## src/rtl/shift_seq_pkg.sv

```systemverilog
// Shared types and defaults for the sequenced shifter.
package shift_seq_pkg;

  localparam int XLEN_DEFAULT = 32;

  typedef enum logic [1:0] {
    SHIFT_SLL = 2'b00,
    SHIFT_SRL = 2'b01,
    SHIFT_SRA = 2'b11
  } shift_op_e;

  typedef enum logic [1:0] {
    IDLE,
    SHIFT,
    DONE
  } shift_state_e;

endpackage

```

## src/rtl/shift_stage.sv

```systemverilog
// One barrel-shifter level: shifts by 2^idx when enabled, with op-dependent fill.
module shift_stage import shift_seq_pkg::*; #(
  parameter int XLEN = XLEN_DEFAULT,
  localparam int SHAMT_W = $clog2(XLEN),
  localparam int IDX_W = $clog2(SHAMT_W + 1)
) (
  input  logic [XLEN-1:0]  i_data,
  input  logic [IDX_W-1:0] i_idx,
  input  logic             i_en,
  input  logic [1:0]       i_op,
  input  logic             i_sign,
  output logic [XLEN-1:0]  o_data
);

  logic [SHAMT_W-1:0] amt;
  logic [XLEN-1:0]    fill_mask;

  always_comb begin
    amt       = i_en ? (SHAMT_W'(1) << i_idx) : '0;
    fill_mask = ~({XLEN{1'b1}} >> amt);
    if (i_op == SHIFT_SLL) begin
      o_data = i_data << amt;
    end else if (i_op == SHIFT_SRA) begin
      o_data = (i_data >> amt) | (i_sign ? fill_mask : '0);
    end else begin
      // reserved 2'b10 falls through to a logical right shift
      o_data = i_data >> amt;
    end
  end

endmodule

```

## src/rtl/shift_seq_unit.sv

```systemverilog
// Multi-cycle shifter: applies one barrel-shift level per cycle under a valid/ready handshake.
//   state | meaning
//   IDLE  | ready to accept; stage 0 is applied on the accept edge
//   SHIFT | applying stage idx_q each edge
//   DONE  | result valid, held until i_ready
module shift_seq_unit import shift_seq_pkg::*; #(
  parameter int XLEN = XLEN_DEFAULT,
  parameter bit EARLY_EXIT = 1'b1,
  localparam int SHAMT_W = $clog2(XLEN)
) (
  input  logic               i_clk,
  input  logic               i_rst_n,
  input  logic               i_valid,
  output logic               o_ready,
  input  logic [1:0]         i_op,
  input  logic [XLEN-1:0]    i_operand_a,
  input  logic [SHAMT_W-1:0] i_operand_b,
  input  logic               i_flush,
  output logic               o_valid,
  input  logic               i_ready,
  output logic [XLEN-1:0]    o_result,
  output logic               o_busy
);

  localparam int IDX_W = $clog2(SHAMT_W + 1);

  shift_state_e       state_q, state_d;
  logic [XLEN-1:0]    data_q, data_d;
  logic [IDX_W-1:0]   idx_q, idx_d;
  logic [SHAMT_W-1:0] shamt_q, shamt_d;
  logic [1:0]         op_q, op_d;
  logic               sign_q, sign_d;

  logic               in_idle;
  logic [XLEN-1:0]    cur_data;
  logic [IDX_W-1:0]   cur_idx;
  logic [SHAMT_W-1:0] cur_shamt;
  logic [SHAMT_W-1:0] shamt_at_idx;
  logic [SHAMT_W-1:0] shamt_rem;
  logic [1:0]         cur_op;
  logic               cur_sign;
  logic [IDX_W-1:0]   idx_next;
  logic [XLEN-1:0]    stage_out;
  logic               last_stage;

  // In IDLE the single stage operates on the raw inputs so stage 0 lands on the accept edge.
  always_comb begin
    in_idle      = (state_q == IDLE);
    cur_data     = in_idle ? i_operand_a : data_q;
    cur_idx      = in_idle ? '0 : idx_q;
    cur_shamt    = in_idle ? i_operand_b : shamt_q;
    cur_op       = in_idle ? i_op : op_q;
    cur_sign     = in_idle ? i_operand_a[XLEN-1] : sign_q;
    idx_next     = cur_idx + IDX_W'(1);
    shamt_at_idx = cur_shamt >> cur_idx;
    shamt_rem    = cur_shamt >> idx_next;
    last_stage   = (idx_next == IDX_W'(SHAMT_W)) || (EARLY_EXIT && (shamt_rem == '0));
  end

  shift_stage #(.XLEN(XLEN)) u_stage (
    .i_data (cur_data),
    .i_idx  (cur_idx),
    .i_en   (shamt_at_idx[0]),
    .i_op   (cur_op),
    .i_sign (cur_sign),
    .o_data (stage_out)
  );

  always_comb begin
    state_d = state_q;
    data_d  = data_q;
    idx_d   = idx_q;
    shamt_d = shamt_q;
    op_d    = op_q;
    sign_d  = sign_q;
    if (i_flush) begin
      state_d = IDLE;
    end else begin
      case (state_q)
        IDLE: begin
          if (i_valid) begin
            op_d    = i_op;
            shamt_d = i_operand_b;
            sign_d  = i_operand_a[XLEN-1];
            data_d  = stage_out;
            idx_d   = idx_next;
            state_d = last_stage ? DONE : SHIFT;
          end
        end
        SHIFT: begin
          data_d  = stage_out;
          idx_d   = idx_next;
          state_d = last_stage ? DONE : SHIFT;
        end
        DONE: begin
          if (i_ready) state_d = IDLE;
        end
        default: state_d = IDLE;
      endcase
    end
  end

  always_ff @(posedge i_clk or negedge i_rst_n) begin
    if (!i_rst_n) begin
      state_q <= IDLE;
      data_q  <= '0;
      idx_q   <= '0;
      shamt_q <= '0;
      op_q    <= '0;
      sign_q  <= 1'b0;
    end else begin
      state_q <= state_d;
      data_q  <= data_d;
      idx_q   <= idx_d;
      shamt_q <= shamt_d;
      op_q    <= op_d;
      sign_q  <= sign_d;
    end
  end

  assign o_ready  = (state_q == IDLE);
  assign o_valid  = (state_q == DONE);
  assign o_busy   = (state_q != IDLE);
  assign o_result = data_q;

endmodule

```

## config.mk

```make
export PLATFORM = sky130hd
export DESIGN_NAME = shift_seq_unit
export DESIGN_NICKNAME = d
export VERILOG_FILES = /design/src/rtl/shift_seq_pkg.sv /design/src/rtl/shift_stage.sv /design/src/rtl/shift_seq_unit.sv
export SDC_FILE = /design/constraint.sdc
export NUM_CORES = 1
export LEC_CHECK = 0
export BUFFER_PORTS_ARGS = -buffer_cell sky130_fd_sc_hd__buf_2
export CAP_MARGIN = 40
export CORE_MARGIN = 10
export CORE_UTILIZATION = 51
export CTS_CLUSTER_DIAMETER = 60
export DETAILED_ROUTE_END_ITERATION = 12
export PLACE_DENSITY = 0.72
export SYNTH_ARGS = -nofsm -noshare
export SYNTH_HDL_FRONTEND = slang
export SYNTH_HIERARCHICAL = 1
export SYNTH_SLANG_ARGS = --single-unit
```

## constraint.sdc

```tcl
create_clock -name i_clk -period 4.1 [get_ports i_clk]
set_input_delay 0.205 -clock i_clk [delete_from_list [all_inputs] [get_ports i_clk]]
set_output_delay 0.205 -clock i_clk [all_outputs]
set_load 0.01 [all_outputs]
```

==> out/metrics.cfg <==
[run_status]
status = finished clean

[cts]
cts_buffer_depth = 2
worstSkewPairLatency_ps = 340
htree_levels = 2
cts_tree = done
cts_buffers = 5
cts_setup_buffers = 0
cts_resized = 0
clk_pin_slew_worst_paths_ps = 110
cts.sinks = 45
clockRootBuffer = clkbuf_8

[timing]
finalSetupViolations = 0
clock_skew_ps = 19.4
rsz0062_at_grt = false
fin_crit_ps = 3610
timing.fmax_mhz = 277
tns_ps = 0
slew_headroom = 0.464
slew_violations = 0
fin_crit_sh = 0.881
tightest_slew_ps = 802
hold_viol = 0

[routing]
drtIter0Drc = 1022
wl_mm = 23.0
vias = 6416
ant_nets = 0
drt_pre_antenna_iters = 6
routedWlPerCell_um = 25.4
via_per_inst = 7.07
drc = 0

[worst_hold_path]
hold_path.class = input pin to flip-flop
worstHoldPathCells = 2
min_to = sign_q
min-delay-start = i_operand_a[31]

[worst_setup_path]
end_kind = flip-flop
worstPathRequired_ps = 4370
reg2reg_depth = 10
cp_max_fo = 26
arrival_ps = 3880
reg2reg_from = state_q[1]
r2r_slack_ps = 490
start_kind = flip-flop
path_class = flip-flop to flip-flop
r2r_end = o_result[5]

[logic_synthesis]
ys_ff_latch = 45
netlist_top_cells_area = dfrtp_1 (21%), nand2_1 (11%), mux2_2 (9.9%)
synth_fa_ha_area_frac = 0.00233
synth_compound_area_frac = 0.297
synth-edff-count = 0
synth-xor-area-share = 0.00326
synthMuxAreaShare = 0.165
synth_area_sq_um = 5370
synth_warnings = 6
ys_seq_area_frac = 0.210
ys_types = 68
synth_ff_type = dfrtp_1
synth_area_leader_cell = dfrtp_1
synth_top_area_frac = 0.210
synth_nets = 787
synth_top_family_by_area = compound AO/OA/AOI/OAI gates
synthArstFlopShare = 1.00
synthCells = 742
syn_avg_cell_area_sq_um = 7.24
synthSimpleGateAreaFrac = 0.240

[cells_and_area]
drive_gt1_frac = 0.245
area_delta_synth_final_pct = 10.0
diodes = 0
fin_nets = 815

[placed_design]
port_buffers = 78
hpwl_mm = 16.4
gp_congestion = 1.06

[floorplan]
die_area_sq_um = 15000
pin_count = 79
row_count = 37
die_h_um = 123
initial_core_util = 0.523
die_x_um = 123
core_area_sq_um = 10300

[grt]
grt_pass1_wl_mm = 35.7
grt_max_degree = 39
grt_overflow_total = 0
antenna_found_initial = 0
track_usage = 0.302
grt_pass1_vias = 6096

[run]
max-cap-violations = 0

-- sequential cells by signal, summed over array words and instances, names as in the netlist --
| register | cells |
|---|---|
| shamt_q | 5 |
| sign_q | 1 |
| idx_q | 3 |
| op_q | 2 |
| o_result | 32 |
| state_q | 2 |
-- placed cells by master, fill, tap and decap left out, types with 3 or more instances in the layout --
cell and instances:
a211oi_1 15, a21o_1 3, a21oi_1 59, a221o_1 4, a221oi_1 13, a222oi_1 3, a22oi_1 4, a31oi_1 11
a32o_1 3, a32oi_1 3, and2_1 4, buf_2 78, buf_4 31, clkbuf_8 5, dfrtp_1 45, inv_1 7
mux2_2 47, mux2i_1 13, mux4_2 10, nand2_1 159, nand2b_1 9, nand3_1 16, nand4_1 5, nor2_1 52
nor2b_1 9, nor3_1 9, o2111ai_1 6, o211ai_1 8, o21a_1 3, o21ai_0 46, o221ai_1 9, o22ai_1 15
o311ai_0 4, o31ai_1 5
-- what timing repair did --
| item | 4_1_cts | 5_1_grt |
|---|---|---|
| hold buffers | 1 | 0 |
| endpoints found under the hold margin | 19 | 0 |
| endpoints found under the setup margin | 0 | 0 |
-- how the worst max path moves through the flow --
stage | startpoint | endpoint | slack, ps | depth (start not counted)
6_report | state_q[1] | o_result[5] | 490 | 10
5_1_grt | state_q[1] | o_result[27] | 410 | 11
4_1_cts | state_q[1] | o_result[5] | 590 | 10
3_5_place_dp | state_q[1] | o_result[5] | 620 | 10
3_3_place_gp | state_q[1] | o_result[5] | 700 | 10
2_1_floorplan | state_q[0] | o_result[18] | 1100 | 14
-- synth_stat cells, types with 3 or more instances --
| cell type | count |
|---|---|
| a211oi_1 | 15 |
| a21o_1 | 3 |
| a21oi_1 | 59 |
| a221o_1 | 4 |
| a221oi_1 | 13 |
| a222oi_1 | 3 |
| a22oi_1 | 4 |
| a31oi_1 | 12 |
| a32o_1 | 3 |
| a32oi_1 | 3 |
| and2_1 | 4 |
| buf_1 | 8 |
| buf_2 | 35 |
| buf_6 | 3 |
| clkbuf_1 | 43 |
| dfrtp_1 | 45 |
| inv_1 | 9 |
| mux2_2 | 47 |
| mux2i_1 | 13 |
| mux4_2 | 10 |
| nand2_1 | 159 |
| nand2b_1 | 9 |
| nand3_1 | 16 |
| nand4_1 | 5 |
| nor2_1 | 52 |
| nor2b_1 | 10 |
| nor3_1 | 9 |
| nor3b_1 | 3 |
| o2111ai_1 | 6 |
| o211ai_1 | 8 |
| o21a_1 | 3 |
| o21ai_0 | 46 |
| o221ai_1 | 9 |
| o22ai_1 | 15 |
| o311ai_0 | 4 |
| o31ai_1 | 5 |
-- cell type report --
type / count / area (sq um)
clock buffers: 5 / 68.8
clock inverters: 3 / 26.3
fillers: 1001 / 4370
inverters: 9 / 33.8
multi-input cells: 597 / 3820
flip-flops and latches: 45 / 1130
well taps: 136 / 170
repair buffers: 112 / 668
-- per-stage QoR --
step	setup WS, ps	std cells	hold WS (ps)	util	cell area [sq um]
floorplan	1100	742	-90.6	-	5370
global placement	701	896	454	0.561	5770
detailed placement	617	898	238	0.565	5810
CTS	589	907	113	0.575	5910
global route	414	907	117	0.575	5910
finish	489	907	116	0.575	5910
-- worst max-delay path: stages, from the launching register on --
cell and delay, ps:
dfrtp_1 430, or2_1 430, buf_4 300, nand2_1 110
inv_2 400, and4bb_2 450, nor2_1 680, o221ai_1 250
a21oi_1 200, o22a_1 150, mux2_2 140
-- routing by layer --
layer / part of all wire / GRT usage / vias to the layer above / routed length, um
met3: 0.14 / 0.0932 / 88 / 3110
met5: 0 / 0 / - / 0
met4: 0.043 / 0.137 / 0 / 1000
met1: 0.39 / 0.396 / 2991 / 8970
met2: 0.43 / 0.446 / 550 / 9950
li1: - / - / 2787 / -
-- cell families (layout without fill, tap and decap cells) --
kind of cell               Yosys count  count (layout)
muxes                               70              70
buffers and inverters              100             129
xor gates and xnor gates             2               2
DFF                                 45              45
AOI/OAI and AO/OA                  238             238
and+or+nand+nor                    286             286
adders and majority gates            1               1
Power is left out: the tool's default activity adds up to more than one toggle a clock period on the data nets, which glitch-free logic cannot reach.
